`config.mk`:
```
export PLATFORM = sky130hd
export DESIGN_NAME = inst_fetch_queue
export DESIGN_NICKNAME = d
export VERILOG_FILES = /design/src/rtl/inst_fetch_queue.sv
export SDC_FILE = /design/constraint.sdc
export NUM_CORES = 1
export LEC_CHECK = 0
export CAP_MARGIN = 40
export CORE_MARGIN = 4
export CORE_UTILIZATION = 60
export CTS_CLUSTER_DIAMETER = 40
export DETAILED_ROUTE_END_ITERATION = 12
export PLACE_DENSITY = 0.85
export SKIP_CTS_REPAIR_TIMING = 1
export SLEW_MARGIN = 10
export SYNTH_ARGS = -nofsm -noshare
export SYNTH_HDL_FRONTEND = slang
export SYNTH_SLANG_ARGS = --single-unit
```
`constraint.sdc`:
```
create_clock -name clk -period 3.85 [get_ports clk]
set_input_delay 0.77 -clock clk [delete_from_list [all_inputs] [get_ports clk]]
set_output_delay 0.77 -clock clk [all_outputs]
set_load 0.02 [all_outputs]
```
`src/rtl/inst_fetch_queue.sv`:
```
// Instruction fetch queue: buffers {pc, inst} pairs from the I-cache for decode
// and gates PC advance so each fetched address is captured exactly once.

module inst_fetch_queue_entry #(
    parameter int WIDTH = 32
) (
    input  logic             clk,
    input  logic             resetN,
    input  logic             we,
    input  logic [WIDTH-1:0] pc_d,
    input  logic [WIDTH-1:0] inst_d,
    output logic [WIDTH-1:0] pc_q,
    output logic [WIDTH-1:0] inst_q
);
    always_ff @(posedge clk or negedge resetN) begin
        if (!resetN) begin
            pc_q   <= '0;
            inst_q <= '0;
        end else if (we) begin
            pc_q   <= pc_d;
            inst_q <= inst_d;
        end
    end
endmodule

module inst_fetch_queue #(
    parameter int DEPTH = 4,
    parameter int WIDTH = 32
) (
    input  logic                     clk,
    input  logic                     resetN,
    input  logic [WIDTH-1:0]         addrIn,
    input  logic [WIDTH-1:0]         instIn,
    input  logic                     instValid,
    input  logic                     jumpIn,
    output logic                     lockerOut,
    output logic [WIDTH-1:0]         pcOut,
    output logic [WIDTH-1:0]         instOut,
    output logic                     validOut,
    input  logic                     readyIn,
    output logic [$clog2(DEPTH):0]   countOut
);
    localparam int AW = $clog2(DEPTH);
    localparam int CW = AW + 1;
    localparam logic [CW-1:0] FULL_CNT = CW'(DEPTH);

    typedef struct packed {
        logic [WIDTH-1:0] pc;
        logic [WIDTH-1:0] inst;
    } entry_t;

    entry_t [DEPTH-1:0] ent_q;
    logic   [AW-1:0]    rd_ptr, wr_ptr;
    logic   [CW-1:0]    count;
    logic               full, empty, push, pop;

    assign full  = (count == FULL_CNT);
    assign empty = (count == '0);

    // Push never looks at readyIn: a full queue refuses even when draining,
    // which keeps lockerOut free of any path from decode.
    assign push      = instValid && !full && !jumpIn;
    assign pop       = validOut && readyIn && !jumpIn;
    assign lockerOut = jumpIn || push;

    genvar i;
    generate
        for (i = 0; i < DEPTH; i++) begin : g_ent
            inst_fetch_queue_entry #(.WIDTH(WIDTH)) u_ent (
                .clk    (clk),
                .resetN (resetN),
                .we     (push && (wr_ptr == AW'(i))),
                .pc_d   (addrIn),
                .inst_d (instIn),
                .pc_q   (ent_q[i].pc),
                .inst_q (ent_q[i].inst)
            );
        end
    endgenerate

    always_ff @(posedge clk or negedge resetN) begin
        if (!resetN) begin
            rd_ptr <= '0;
            wr_ptr <= '0;
            count  <= '0;
        end else if (jumpIn) begin
            rd_ptr <= '0;
            wr_ptr <= '0;
            count  <= '0;
        end else begin
            if (push) wr_ptr <= wr_ptr + 1'b1;
            if (pop)  rd_ptr <= rd_ptr + 1'b1;
            case ({push, pop})
                2'b10:   count <= count + 1'b1;
                2'b01:   count <= count - 1'b1;
                default: count <= count;
            endcase
        end
    end

    assign validOut = !empty;
    assign pcOut    = ent_q[rd_ptr].pc;
    assign instOut  = ent_q[rd_ptr].inst;
    assign countOut = count;
endmodule

```
* After elaboration in Yosys (flattened, before gate mapping)
Cells that the tools add are included.
** Word-level totals
- Bits in registers :: 263
- Input bits :: 69
- Output and inout port bits :: 69
** Cells by class
- $add $sub $neg :: 4
- Order comparisons :: 1
- Eq/ne operators :: 6
- Mux-type cells :: 8
- Reductions and logical operators :: 17
** Operators with widths (number)
- $bmux W64 S2 :: 1
- $mux W64 :: 1
- $logic_and A1 B1 Y1 :: 8
- $mux W2 :: 4
- $eq A2 B2 Y1 const B :: 3
- $pmux W3 S2 :: 1
- $add A2 B1 Y2 const B :: 2
- $eq A2 B1 Y1 const B :: 2
- $reduce_bool A2 Y1 :: 2
- $add A3 B1 Y3 const B :: 1
- $eq A3 B3 Y1 const B :: 1
- $logic_not A1 Y1 :: 3
- $logic_not A3 Y1 :: 1
- $lt A2 B3 Y1 const B :: 1
- $mux W3 :: 1
- $reduce_bool A3 Y1 :: 1
- $sub A3 B1 Y3 const B :: 1
- $logic_not A2 Y1 :: 1
- $logic_or A1 B1 Y1 :: 1

* Longest topological paths before layout
- Word-level depth :: 7
- Depth in mapped cells :: 8
- Gate-level depth less buffers :: 7

* By module
A second synthesis with hierarchy kept.
** Unflattened totals
- Cells, all modules :: 683
- Area total of the unflattened synthesis :: 12824.8 um^2
** Modules (own cells, without submodules)
- inst_fetch_queue_entry :: times used 4, cells each 135, area each 2678.8 um^2, sequential area each 1601.5 um^2
- inst_fetch_queue :: times used 1, cells each 143, area each 2109.5 um^2, sequential area each 175.2 um^2

* Worst setup path before layout
Ideal clock, no wire load.
- Path type :: input-to-reg
- Start :: input readyIn
- End :: register count[1] (netlist: countOut[1])
- Library setup time :: 0.134 ns
- Arrival :: 2.153 ns
- Data required time :: 3.716 ns
- Path slack :: 1.563 ns
- Stages on the path :: 7
- Buffers on the path :: 1
- Cells stage by stage :: clkbuf_1 > nand2_1 > a211oi_1 > fa_1 > o311a_2 > a21oi_1 > nor3_1
** Between the ends
- Cells in the longest elaborated chain, start to end :: 5
- Elaborated cells between the ends (all ways) :: 7
- Those cells by class :: 2 x eq/ne; 2 x mux; 3 x reduce/logical
** RTL lines
- from (decl) :: RTL line 40 : input logic readyIn,
- $logic_and A1 B1 Y1 (*) (2 in a row) :: RTL line 63 : assign pop = validOut && readyIn && !jumpIn;
- $eq A2 B1 Y1 / $eq A2 B2 Y1 (equally long branches) :: RTL line 93 : case ({push, pop})
- $pmux W3 S2 :: RTL line 93
- $mux W3 :: RTL line 86 : end else if (jumpIn) begin
- to (signal assigned) :: RTL line 94 : 2'b10: count <= count + 1'b1;
- to (signal assigned) :: RTL line 95 : 2'b01: count <= count - 1'b1;
- to (signal assigned) :: RTL line 96 : default: count <= count;
- to (decl) :: RTL line 54 : logic [CW-1:0] count;
Mark *: on every way between the ends. The rest lies on a longest branch, timed or not.
A chain may end at the register's enable or synchronous reset.

* Worst setup path after layout
- Start :: register rd_ptr[0]
- End :: output instOut[8]
** Between the ends
- Cells in the longest elaborated chain, start to end :: 2
** RTL lines
- from (decl) :: RTL line 53 : logic [AW-1:0] rd_ptr, wr_ptr;
- from (signal assigned) :: RTL line 92 : if (pop) rd_ptr <= rd_ptr + 1'b1;
- $bmux W64 S2 :: RTL line 103 : assign instOut = ent_q[rd_ptr].inst;
- $mux W64 (not written as such) :: RTL line 103
- to (decl) :: RTL line 38 : output logic [WIDTH-1:0] instOut,
Every way passes these cells. The select of a mux whose other input is x is not followed.

==> out/qor.txt <==
final worst slack -> 0.379 ns
mux cell area share after synthesis -> 38.1%
min cycle time layout -> 3.47 ns
Skew-Pair Late Insertion Delay -> 0.51 ns
met1 usage -> 32.2%
Synth area leaders -> dfrtp_1 55%, mux2_2 19%, mux4_2 12%, mux2_4 7.6%, buf_6 1.9%
gpl congestion -> 0.832
crit-path cells -> buf_4, mux4_2, clkdlybuf4s50_1
Synth Net Count -> 755
Synth Area per Inst -> 17.5 um^2
Tot GR Track Use -> 23.7%
switching power share of the total -> 27.4%
Post-Synth Simple-Gate Area -> 1.38%
Post-synth EDFFs -> 0
die width -> 149 um
# diodes -> 0
first-pass GRT wire length -> 41300 um
CP Data Arrival Time -> 2.70 ns
initial core utilization -> 61.1%
Power Dens Cells -> 761 nW/um^2
Die Ht -> 149 um
crit start category -> flip-flop
pre-CTS setup slack -> 0.605 ns
Seq cells post-synth -> 263
internal power -> 0.00815 W
H-tree levels -> 2
Synth area leader -> dfrtp_1
First-pass DRT Iterations -> 4
# DRC -> 0
vias in the first global route -> 7616
ys flop type -> dfrtp_1
Crit. End Element -> primary output
Post-Synth XOR/XNOR Area -> 0.294%
crit path max-delay cell type -> dfrtp_4
Ports -> 138
Yosys warning count -> 0
routed length per instance -> 22.5 um
area grow syn2layout -> 23.8%
LEAKAGE -> 6.48 nW
final wirelength -> 25200 um
clk_skew -> 0.0163 ns
Max FO, Critical Path -> 16
vias per cell -> 5.86
routed vias -> 6574
worst slew pin tran -> 0.726 ns
post-synthesis cell area -> 11900 um^2
Slew Limit Fails -> 0
Crit path required time -> 3.08 ns
worst slew margin relative to its limit -> 51.6%
Detailed Place HPWL -> 16100 um
Post-synth ARST share -> 100%
clock-pin slew on the worst setup and hold paths -> 0.05 ns
M3 GR Usage -> 5.62%
# port buffers -> 137
pin count of the biggest net entering global routing -> 94
Sw Pwr -> 0.00308 W
Longest Clk Path Bufs -> 3
number of CTS-inserted buffers -> 35
met2 GRT Util -> 39.2%
Netlist cell types -> 38
RSZ-0062 raised after global routing -> false
core box area -> 19500 um^2
total negative setup slack -> 0 ns
initial antenna violation count -> 2
Sequential Power Share -> 39.2%
count leader, synth -> dfrtp_1
total grt overflow -> 0
Final Util -> 75.6%
Synth Area in Compound Gates -> 0.755%
CTS Root Cell -> clkbuf_16
Fmax -> 0.288 GHz
outcome -> finished, final reports clean
largest family of logic cells by synthesized area -> multiplexers
sequential element share of the synthesized area -> 55.2%
top-area cell type share of the netlist area -> 55.2%
worst r2r path cells -> 5
die area -> 22200 um^2
min-delay worst type -> in -> async
Hold Worst Slack -> 0.279 ns
fin crit share -> 90.1%
antenna viol nets, final -> 0
TritonCTS clock tree -> yes
Gate power share -> 29.5%
final setup violation count -> 0
final hold vios -> 0
Synth Area in Adders -> 0.588%
Worst VDD drop -> 0.000525 V
global route hottest layer -> met2
fin nets -> 905
share of cells above drive strength 1 -> 47.8%
Initial DRC Count -> 228
commonest cells in the netlist -> 263 x dfrtp_1, 196 x mux2_2, 64 x mux4_2
clk sinks -> 263
Max Cap Violations -> 0
Clk pwr share -> 31.3%
Row Count -> 51
Post-Syn Instances -> 681
crit path kind -> reg -> out
CP peak stage delay -> 0.64 ns
==> cell type report <==
cell class	instances	area, um^2
Clock buffer	43	967
Clock inverter	20	328
Timing Repair Buffer	156	1610
Tap cell	265	332
Multi-Input combinational cell	370	4930
Inverter	5	18.8
Fill cell	1126	4760
Sequential cell	263	6590
==> kinds of logic (layout without fill, tap and decap cells) <==
logic type      Yosys count  after routing
compound gates           14             14
xor+xnor                  4              4
fa+ha+maj                 5              5
buf+inv                  48            224
flops                   263            263
mux                     320            320
simple gates             27             27
==> power by group through the flow <==
stage | clock network (W) | registers (W) | logic [W]
3_5_place_dp | 0 | 0.00442 | 0.00333
5_1_grt | 0.00370 | 0.00452 | 0.00352
4_1_cts | 0.00358 | 0.00440 | 0.00336
6_report | 0.00352 | 0.00440 | 0.00331
2_1_floorplan | 0 | 0.00417 | 0.00233
3_3_place_gp | 0 | 0.00429 | 0.00322
==> worst max-delay path, delay by kind of cell, from the launching register on <==
| family | cells | cell delay [ns] |
|---|---|---|
| flops | 1 | 0.64 |
| mux | 1 | 0.58 |
| buf+inv | 2 | 0.96 |
==> cells in the final DEF (no fill, tap or decap), types with 7 or more instances in the layout <==
cell             instances
nor2_1                   7
bufinv_16                7
buf_12                   7
clkdlybuf4s50_1        136
buf_4                   12
mux2_4                  60
clkbuf_16               36
mux4_2                  64
dfrtp_1                261
mux2_2                 196
==> worst paths after layout <==
check                                                          from                               endpoint  slack, ns
min in group clk                g_ent[2].u_ent.pc_q[27]$_DFFE_PN0P_    g_ent[2].u_ent.pc_q[27]$_DFFE_PN0P_       0.50
worst min register to register  g_ent[2].u_ent.pc_q[27]$_DFFE_PN0P_    g_ent[2].u_ent.pc_q[27]$_DFFE_PN0P_       0.50
max in group asynchronous                                    resetN   g_ent[1].u_ent.inst_q[2]$_DFFE_PN0P_       2.54
worst max-delay path                          rd_ptr[0]$_DFFE_PN0P_                             instOut[8]       0.38
worst max register to register              countOut[0]$_DFFE_PN0P_  g_ent[0].u_ent.inst_q[16]$_DFFE_PN0P_       1.40
worst min-delay path                                         resetN   g_ent[0].u_ent.inst_q[3]$_DFFE_PN0P_       0.28
==> registers in the layout (all words and copies together), names as in the netlist <==
signal / flops
countOut: 3
g_ent.u_ent.inst_q: 128
wr_ptr: 2
rd_ptr: 2
g_ent.u_ent.pc_q: 128
==> routing by layer <==
metal,wire [um],vias to the layer above,part of all wire [%]
met5,27,-,0.11
met4,458,4,1.8
met3,1440,42,5.7
met2,12800,165,51
met1,10500,3503,42
li1,-,2860,-
==> per-stage QoR <==
stage,std cells,total power [W],instance area (um^2)
final,1122,0.0112,14800
after global routing,1122,0.0117,14800
after CTS,1122,0.0113,14800
after detailed placement,1059,0.00775,13500
after global placement,1059,0.00750,13500
after floorplan,681,0.00650,11900
Power figures use the tool's default switching activity.
